## config.mk

```make
export PLATFORM = sky130hd
export DESIGN_NAME = prog_loader
export DESIGN_NICKNAME = d
export VERILOG_FILES = /design/src/rtl/loader_pkg.sv /design/src/rtl/prog_loader_word_packer.sv /design/src/rtl/prog_loader.sv
export SDC_FILE = /design/constraint.sdc
export NUM_CORES = 1
export LEC_CHECK = 0
export CORE_MARGIN = 1.5
export CORE_UTILIZATION = 35
export CTS_CLUSTER_DIAMETER = 150
export DETAILED_ROUTE_END_ITERATION = 10
export MAX_ROUTING_LAYER = met4
export SLEW_MARGIN = 25
export SYNTH_ARGS = -nofsm -noshare
export SYNTH_HDL_FRONTEND = slang
export SYNTH_SLANG_ARGS = --single-unit
```

## constraint.sdc

```tcl
create_clock -name clk -period 2.9 [get_ports clk]
set_clock_uncertainty 0.2 [all_clocks]
set_input_delay 0.58 -clock clk [delete_from_list [all_inputs] [get_ports clk]]
set_output_delay 0.58 -clock clk [all_outputs]
set_load 0.005 [all_outputs]
```

## src/rtl/loader_pkg.sv

```systemverilog
// Shared types and frame constants for the boot-time program loader.
package loader_pkg;

  typedef enum logic [2:0] {
    ST_IDLE   = 3'd0,
    ST_LEN_HI = 3'd1,
    ST_LEN_LO = 3'd2,
    ST_DATA   = 3'd3,
    ST_CSUM   = 3'd4,
    ST_DONE   = 3'd5,
    ST_ERROR  = 3'd6
  } ld_state_e;

  localparam int BYTE_W         = 8;
  localparam int LEN_BYTES      = 2;
  localparam int CSUM_BYTES     = 1;
  localparam int LEN_W          = LEN_BYTES * BYTE_W;
  localparam int DEFAULT_DATA_W = 32;
  localparam int BYTES_PER_WORD = DEFAULT_DATA_W / BYTE_W;

  function automatic int bytes_per_word(input int data_w);
    return data_w / BYTE_W;
  endfunction

endpackage

```

## src/rtl/prog_loader_word_packer.sv

```systemverilog
// Assembles MSB-first bytes into DATA_W words; word/word_valid update the cycle after the final byte.
module word_packer
  import loader_pkg::*;
#(
  parameter int DATA_W = 32
) (
  input  logic              clk,
  input  logic              rst,
  input  logic              clr,
  input  logic              accept,
  input  logic [7:0]        byte_in,
  output logic [DATA_W-1:0] word,
  output logic              word_valid,
  output logic              word_last
);

  localparam int BPW   = bytes_per_word(DATA_W);
  localparam int CNT_W = (BPW > 1) ? $clog2(BPW) : 1;

  logic [CNT_W-1:0]  cnt_q, cnt_d;
  logic [DATA_W-1:0] shift_q, shift_d;
  logic [DATA_W-1:0] word_q, word_d;
  logic              word_valid_q, word_valid_d;

  assign word_last = (cnt_q == CNT_W'(BPW - 1));

  // Next-state for the byte counter, shift register and completed-word register.
  always_comb begin
    cnt_d        = cnt_q;
    shift_d      = shift_q;
    word_d       = word_q;
    word_valid_d = 1'b0;
    if (clr) begin
      cnt_d   = '0;
      shift_d = '0;
    end else if (accept) begin
      shift_d = (shift_q << 8) | DATA_W'(byte_in);
      if (word_last) begin
        cnt_d        = '0;
        word_d       = shift_d;
        word_valid_d = 1'b1;
      end else begin
        cnt_d = cnt_q + CNT_W'(1);
      end
    end else begin
      cnt_d = cnt_q;
    end
  end

  // Packer state registers.
  always_ff @(posedge clk or negedge rst) begin
    if (!rst) begin
      cnt_q        <= '0;
      shift_q      <= '0;
      word_q       <= '0;
      word_valid_q <= 1'b0;
    end else begin
      cnt_q        <= cnt_d;
      shift_q      <= shift_d;
      word_q       <= word_d;
      word_valid_q <= word_valid_d;
    end
  end

  assign word       = word_q;
  assign word_valid = word_valid_q;

endmodule

```

## src/rtl/prog_loader.sv

```systemverilog
// Boot-time program loader: parses a length/payload/checksum byte frame into instruction
// memory writes and releases the CPU reset only after a verified frame.
module prog_loader
  import loader_pkg::*;
#(
  parameter int ADDR_W = 10,
  parameter int DATA_W = 32
) (
  input  logic              clk,
  input  logic              rst,
  input  logic              start,
  input  logic              in_valid,
  input  logic [7:0]        in_data,
  output logic              in_ready,
  output logic              im_we,
  output logic [ADDR_W-1:0] im_addr,
  output logic [DATA_W-1:0] im_wdata,
  output logic              cpu_rst,
  output logic              done,
  output logic              err
);

  localparam logic [LEN_W:0] MAX_WORDS = (LEN_W + 1)'(2 ** ADDR_W);

  ld_state_e         state_q, state_d;
  logic [7:0]        len_hi_q, len_hi_d;
  logic [LEN_W-1:0]  len_q, len_d;
  logic [LEN_W-1:0]  word_idx_q, word_idx_d;
  logic [7:0]        csum_q, csum_d;
  logic [ADDR_W-1:0] im_addr_q, im_addr_d;
  logic              in_ready_q, in_ready_d;
  logic              done_q, done_d;
  logic              err_q, err_d;
  logic              cpu_rst_q, cpu_rst_d;

  logic              accept_s;
  logic              pack_accept_s;
  logic              pack_clr_s;
  logic              word_last_s;
  logic [LEN_W-1:0]  len_s;

  assign accept_s = in_valid && in_ready_q;
  assign len_s    = {len_hi_q, in_data};

  word_packer #(.DATA_W(DATA_W)) u_packer (
    .clk        (clk),
    .rst        (rst),
    .clr        (pack_clr_s),
    .accept     (pack_accept_s),
    .byte_in    (in_data),
    .word       (im_wdata),
    .word_valid (im_we),
    .word_last  (word_last_s)
  );

  // Frame FSM: next state, counters, checksum and registered output values.
  always_comb begin
    state_d       = state_q;
    len_hi_d      = len_hi_q;
    len_d         = len_q;
    word_idx_d    = word_idx_q;
    csum_d        = csum_q;
    im_addr_d     = im_addr_q;
    pack_accept_s = 1'b0;
    pack_clr_s    = 1'b0;
    case (state_q)
      ST_IDLE, ST_DONE, ST_ERROR: begin
        if (start) begin
          state_d    = ST_LEN_HI;
          csum_d     = 8'h00;
          word_idx_d = '0;
          pack_clr_s = 1'b1;
        end else begin
          state_d = state_q;
        end
      end
      ST_LEN_HI: begin
        if (accept_s) begin
          len_hi_d = in_data;
          state_d  = ST_LEN_LO;
        end else begin
          state_d = state_q;
        end
      end
      ST_LEN_LO: begin
        if (accept_s) begin
          len_d = len_s;
          if (len_s == '0) begin
            state_d = ST_CSUM;
          end else if ({1'b0, len_s} > MAX_WORDS) begin
            state_d = ST_ERROR;
          end else begin
            state_d = ST_DATA;
          end
        end else begin
          state_d = state_q;
        end
      end
      ST_DATA: begin
        // Leaving DATA at the final byte keeps a byte taken in the write cycle out of the payload.
        if (accept_s) begin
          pack_accept_s = 1'b1;
          csum_d        = csum_q ^ in_data;
          if (word_last_s) begin
            im_addr_d  = word_idx_q[ADDR_W-1:0];
            word_idx_d = word_idx_q + LEN_W'(1);
            if (word_idx_q == (len_q - LEN_W'(1))) begin
              state_d = ST_CSUM;
            end else begin
              state_d = ST_DATA;
            end
          end else begin
            state_d = ST_DATA;
          end
        end else begin
          state_d = state_q;
        end
      end
      ST_CSUM: begin
        if (accept_s) begin
          state_d = (in_data == csum_q) ? ST_DONE : ST_ERROR;
        end else begin
          state_d = state_q;
        end
      end
      default: begin
        state_d = ST_IDLE;
      end
    endcase

    in_ready_d = (state_d == ST_LEN_HI) || (state_d == ST_LEN_LO) ||
                 (state_d == ST_DATA)   || (state_d == ST_CSUM);
    done_d     = (state_d == ST_DONE);
    cpu_rst_d  = (state_d == ST_DONE);
    err_d      = (state_d == ST_ERROR);
  end

  // Loader state and output registers.
  always_ff @(posedge clk or negedge rst) begin
    if (!rst) begin
      state_q    <= ST_IDLE;
      len_hi_q   <= 8'h00;
      len_q      <= '0;
      word_idx_q <= '0;
      csum_q     <= 8'h00;
      im_addr_q  <= '0;
      in_ready_q <= 1'b0;
      done_q     <= 1'b0;
      err_q      <= 1'b0;
      cpu_rst_q  <= 1'b0;
    end else begin
      state_q    <= state_d;
      len_hi_q   <= len_hi_d;
      len_q      <= len_d;
      word_idx_q <= word_idx_d;
      csum_q     <= csum_d;
      im_addr_q  <= im_addr_d;
      in_ready_q <= in_ready_d;
      done_q     <= done_d;
      err_q      <= err_d;
      cpu_rst_q  <= cpu_rst_d;
    end
  end

  assign in_ready = in_ready_q;
  assign im_addr  = im_addr_q;
  assign done     = done_q;
  assign err      = err_q;
  assign cpu_rst  = cpu_rst_q;

endmodule

```

==> flow_metrics.py <==
metrics = {
    "clocking": {
        "ctsHtreeMaxLevel": 4,
        "cts_buffers": 17,
        "cts_max_path_buffers": 2,
        "clock_sinks": 123,
        "clockRootBuffer": "clkbuf_16",
        "post_cts_buffers": 0,
        "ctsResizeCount": 0,
        "path_clk_slew_ps": 60,
        "cts_tree": "done",
        "insertion_delay_ps": 410,
        "cts_hold_buffers": 0,
    },
    "setup_path": {
        "path_class": "reg2reg",
        "timing.critical_path.to_type": "flop",
        "crit_fanout": 6,
        "crit_chain": "inv_1 -> ha_1 -> xor2_1 -> nand3_1 -> or4b_1 -> nor4_1 -> nand4_1 -> o21ai_1 -> nand2_1",
        "critPathSlowestCell": "or4b_1",
        "slowest_delay_ps": 510,
        "cp.required_ps": 3000,
        "worstPathArrival_ps": 2860,
        "cp-start-kind": "flop",
    },
    "global_route": {
        "grt_pass1_vias": 4239,
        "grt_pass1_wl_mm": 22.1,
        "antenna_found_initial": 0,
        "track_usage_pct": 17.6,
        "overflow": 0,
        "grt_max_degree": 51,
    },
    "logic_synthesis": {
        "syn-mean-instance-area_um2": 10.7,
        "synthTopCellsByArea": "dfrtp_1, mux2_2, nand2_1, xor2_1, a21oi_1",
        "synth-seq-cells": 123,
        "synth_common_cells": "dfrtp_1, nand2_1, mux2_2",
        "yosysMostFrequentCell": "dfrtp_1",
        "synth_edf_count": 0,
        "syn_area_um2": 5680,
        "synth.distinct_cells": 48,
        "synth_seq_area_share_pct": 54.2,
        "syn_inst": 529,
        "ys_warn_count": 0,
        "synth_ff_type": "dfrtp_1",
        "synthesis.nets": 544,
        "synth.top_cell.area_share_pct": 54.2,
        "yosys.area.top_type": "dfrtp_1",
        "synthArstFlopShare_pct": 100,
    },
    "pwr": {
        "p_sw_uw": 1970,
        "power_frac_clock_pct": 33.0,
        "powerDensity_nw_per_um2": 826,
        "worst_ir_drop_vdd_mv": 0.468,
        "seq_power_share_pct": 41.0,
        "combPwrFrac_pct": 26.0,
        "p_int_uw": 3940,
        "switching_share_pct": 33.4,
        "leakagePower_uw": 0.00318,
    },
    "sta": {
        "worstMarginPinSlew_ps": 687,
        "rsz0062_at_grt": "false",
        "hold_viol": 2,
        "fin_crit_ps": 2760,
        "fin_crit_sh_pct": 95.2,
        "max_slew_margin_pct": 54.2,
        "fin_setup_tns_ps": 0,
        "fin_ws_ps": 140,
        "fmax_mhz": 362,
        "hold_slack_ps": -5.26,
        "setup_violations": 0,
        "slew_violations": 0,
    },
    "place": {
        "gp_congestion": 0.839,
        "dp_cells": 802,
        "portBuffers": 58,
        "hpwl_mm": 9.58,
        "pre_cts_ws_ps": 43.4,
        "place_area_um2": 6610,
    },
    "run_status": {
        "status": "finished, violations left",
        "violations": "negative hold slack",
    },
    "die": {
        "start_util_pct": 35.7,
        "die_w_um": 130,
        "dieArea_um2": 17000,
        "num_rows": 46,
        "io_pins": 59,
        "die_h_um": 130,
        "core_region_area_um2": 15900,
    },
    "finish": {
        "fin_cells": 834,
        "fill_cells": 1510,
        "final_net_count": 620,
        "diodes": 0,
        "drive_gt1_share_pct": 20.6,
        "stdcell_area_um2": 7160,
        "area_delta_synth_final_pct": 26.1,
    },
    "drt": {
        "wire_per_inst_um": 15.8,
        "ant_nets": 0,
        "via_per_inst": 5.04,
        "wl_mm": 13.2,
        "vias": 4206,
        "dr.first_iter.drc_count": 263,
        "drt-pass1-iter-count": 4,
        "post-route-drc-count": 0,
    },
    "job": {
        "maxCapViolCount": 0,
    },
    "hold_path": {
        "hold_path.class": "in2async",
    },
}
==> path summary, 6_finish.rpt <==
kind	endpoint	cells after the start	startpoint	slack, ps
worst max-delay path	state_q[0]$_DFF_PN0_	9	len_q[1]$_DFFE_PN0P_	140
min in group clk	im_addr[2]$_DFFE_PN0P_	1	im_addr[2]$_DFFE_PN0P_	300
worst min register to register	im_addr[2]$_DFFE_PN0P_	1	im_addr[2]$_DFFE_PN0P_	300
worst max register to register	state_q[0]$_DFF_PN0_	9	len_q[1]$_DFFE_PN0P_	140
max in group asynchronous	len_hi_q[7]$_DFFE_PN0P_	2	rst	1760
worst min-delay path	im_addr[7]$_DFFE_PN0P_	1	rst	-5
==> per-stage QoR <==
step           total power (uW)  utilization (%)  hold WS [ps]
6_report                   5910             45.1         -5.26
3_3_place_gp               3940             41.6           289
4_1_cts                    5960             45.1          11.0
5_1_grt                    6290             45.1          34.4
2_1_floorplan              3430                -          84.4
3_5_place_dp               3980             41.6           295
==> flip-flops by register name (all words and copies together) (netlist names), 2 cells and up <==
signal and flops:
u_packer.cnt_q 2, len_q 16, u_packer.word 32, word_idx_q 16, u_packer.shift_q 24, im_addr 10
len_hi_q 8, state_q 3, csum_q 8
==> power by group through the flow <==
| stage | Sequential [uW] | Combinational, uW | Clock [uW] |
|---|---|---|---|
| 5_1_grt | 2480 | 1730 | 2090 |
| 6_report | 2420 | 1540 | 1950 |
| 3_3_place_gp | 2430 | 1510 | 0 |
| 3_5_place_dp | 2450 | 1530 | 0 |
| 4_1_cts | 2420 | 1550 | 2000 |
| 2_1_floorplan | 2300 | 1140 | 0 |
==> critical path, delay by kind of cell (launching register included) <==
family	cells	cell delay (ps)
xor+xnor	1	140
buf+inv	1	100
fa+ha+maj	1	310
simple gates	5	1190
flops	1	460
compound gates	1	240
==> cells by family after synthesis <==
family,count (synthesis),synth area share (%)
flops,123,54.2
mux,67,13.2
simple gates,184,15.4
fa+ha+maj,4,0.837
compound gates,82,8.09
buf+inv,31,2.45
xor+xnor,38,5.86
==> metal layers <==
layer,share of wire [%],global-route usage [%],routed length (um)
met1,48,22.5,6270
met2,48,27.4,6260
met3,3.4,4.68,449
met4,1.3,5.75,176
met5,0,-,0
==> final cells by class <==
cell class	count	area, um2	area share [%]
Sequential cell	123	3080	43.0
Multi-Input combinational cell	375	2460	34.4
Timing Repair Buffer	83	778	10.9
Clock buffer	18	429	5.99
Tap cell	216	270	3.77
Clock inverter	14	124	1.73
Inverter	5	18.8	0.262
==> layout by cell type, fill, tap and decap left out, types with 3 or more instances in the layout <==
cell / instances
o21ai_0: 29
nand2b_1: 4
mux2_2: 63
clkbuf_16: 17
and3_1: 3
nand2_1: 86
nand3_1: 9
or3_1: 9
ha_1: 3
buf_4: 25
nor2b_1: 6
nor4_1: 11
o22ai_1: 3
nor3_1: 9
xnor2_1: 14
dfrtp_1: 123
nand4_1: 6
nor2_1: 29
clkinv_4: 5
mux2i_1: 4
a21oi_1: 34
xor2_1: 24
clkinv_2: 5
inv_1: 5
clkdlybuf4s50_1: 57
Note: power is estimated with default switching activity, not from simulation.
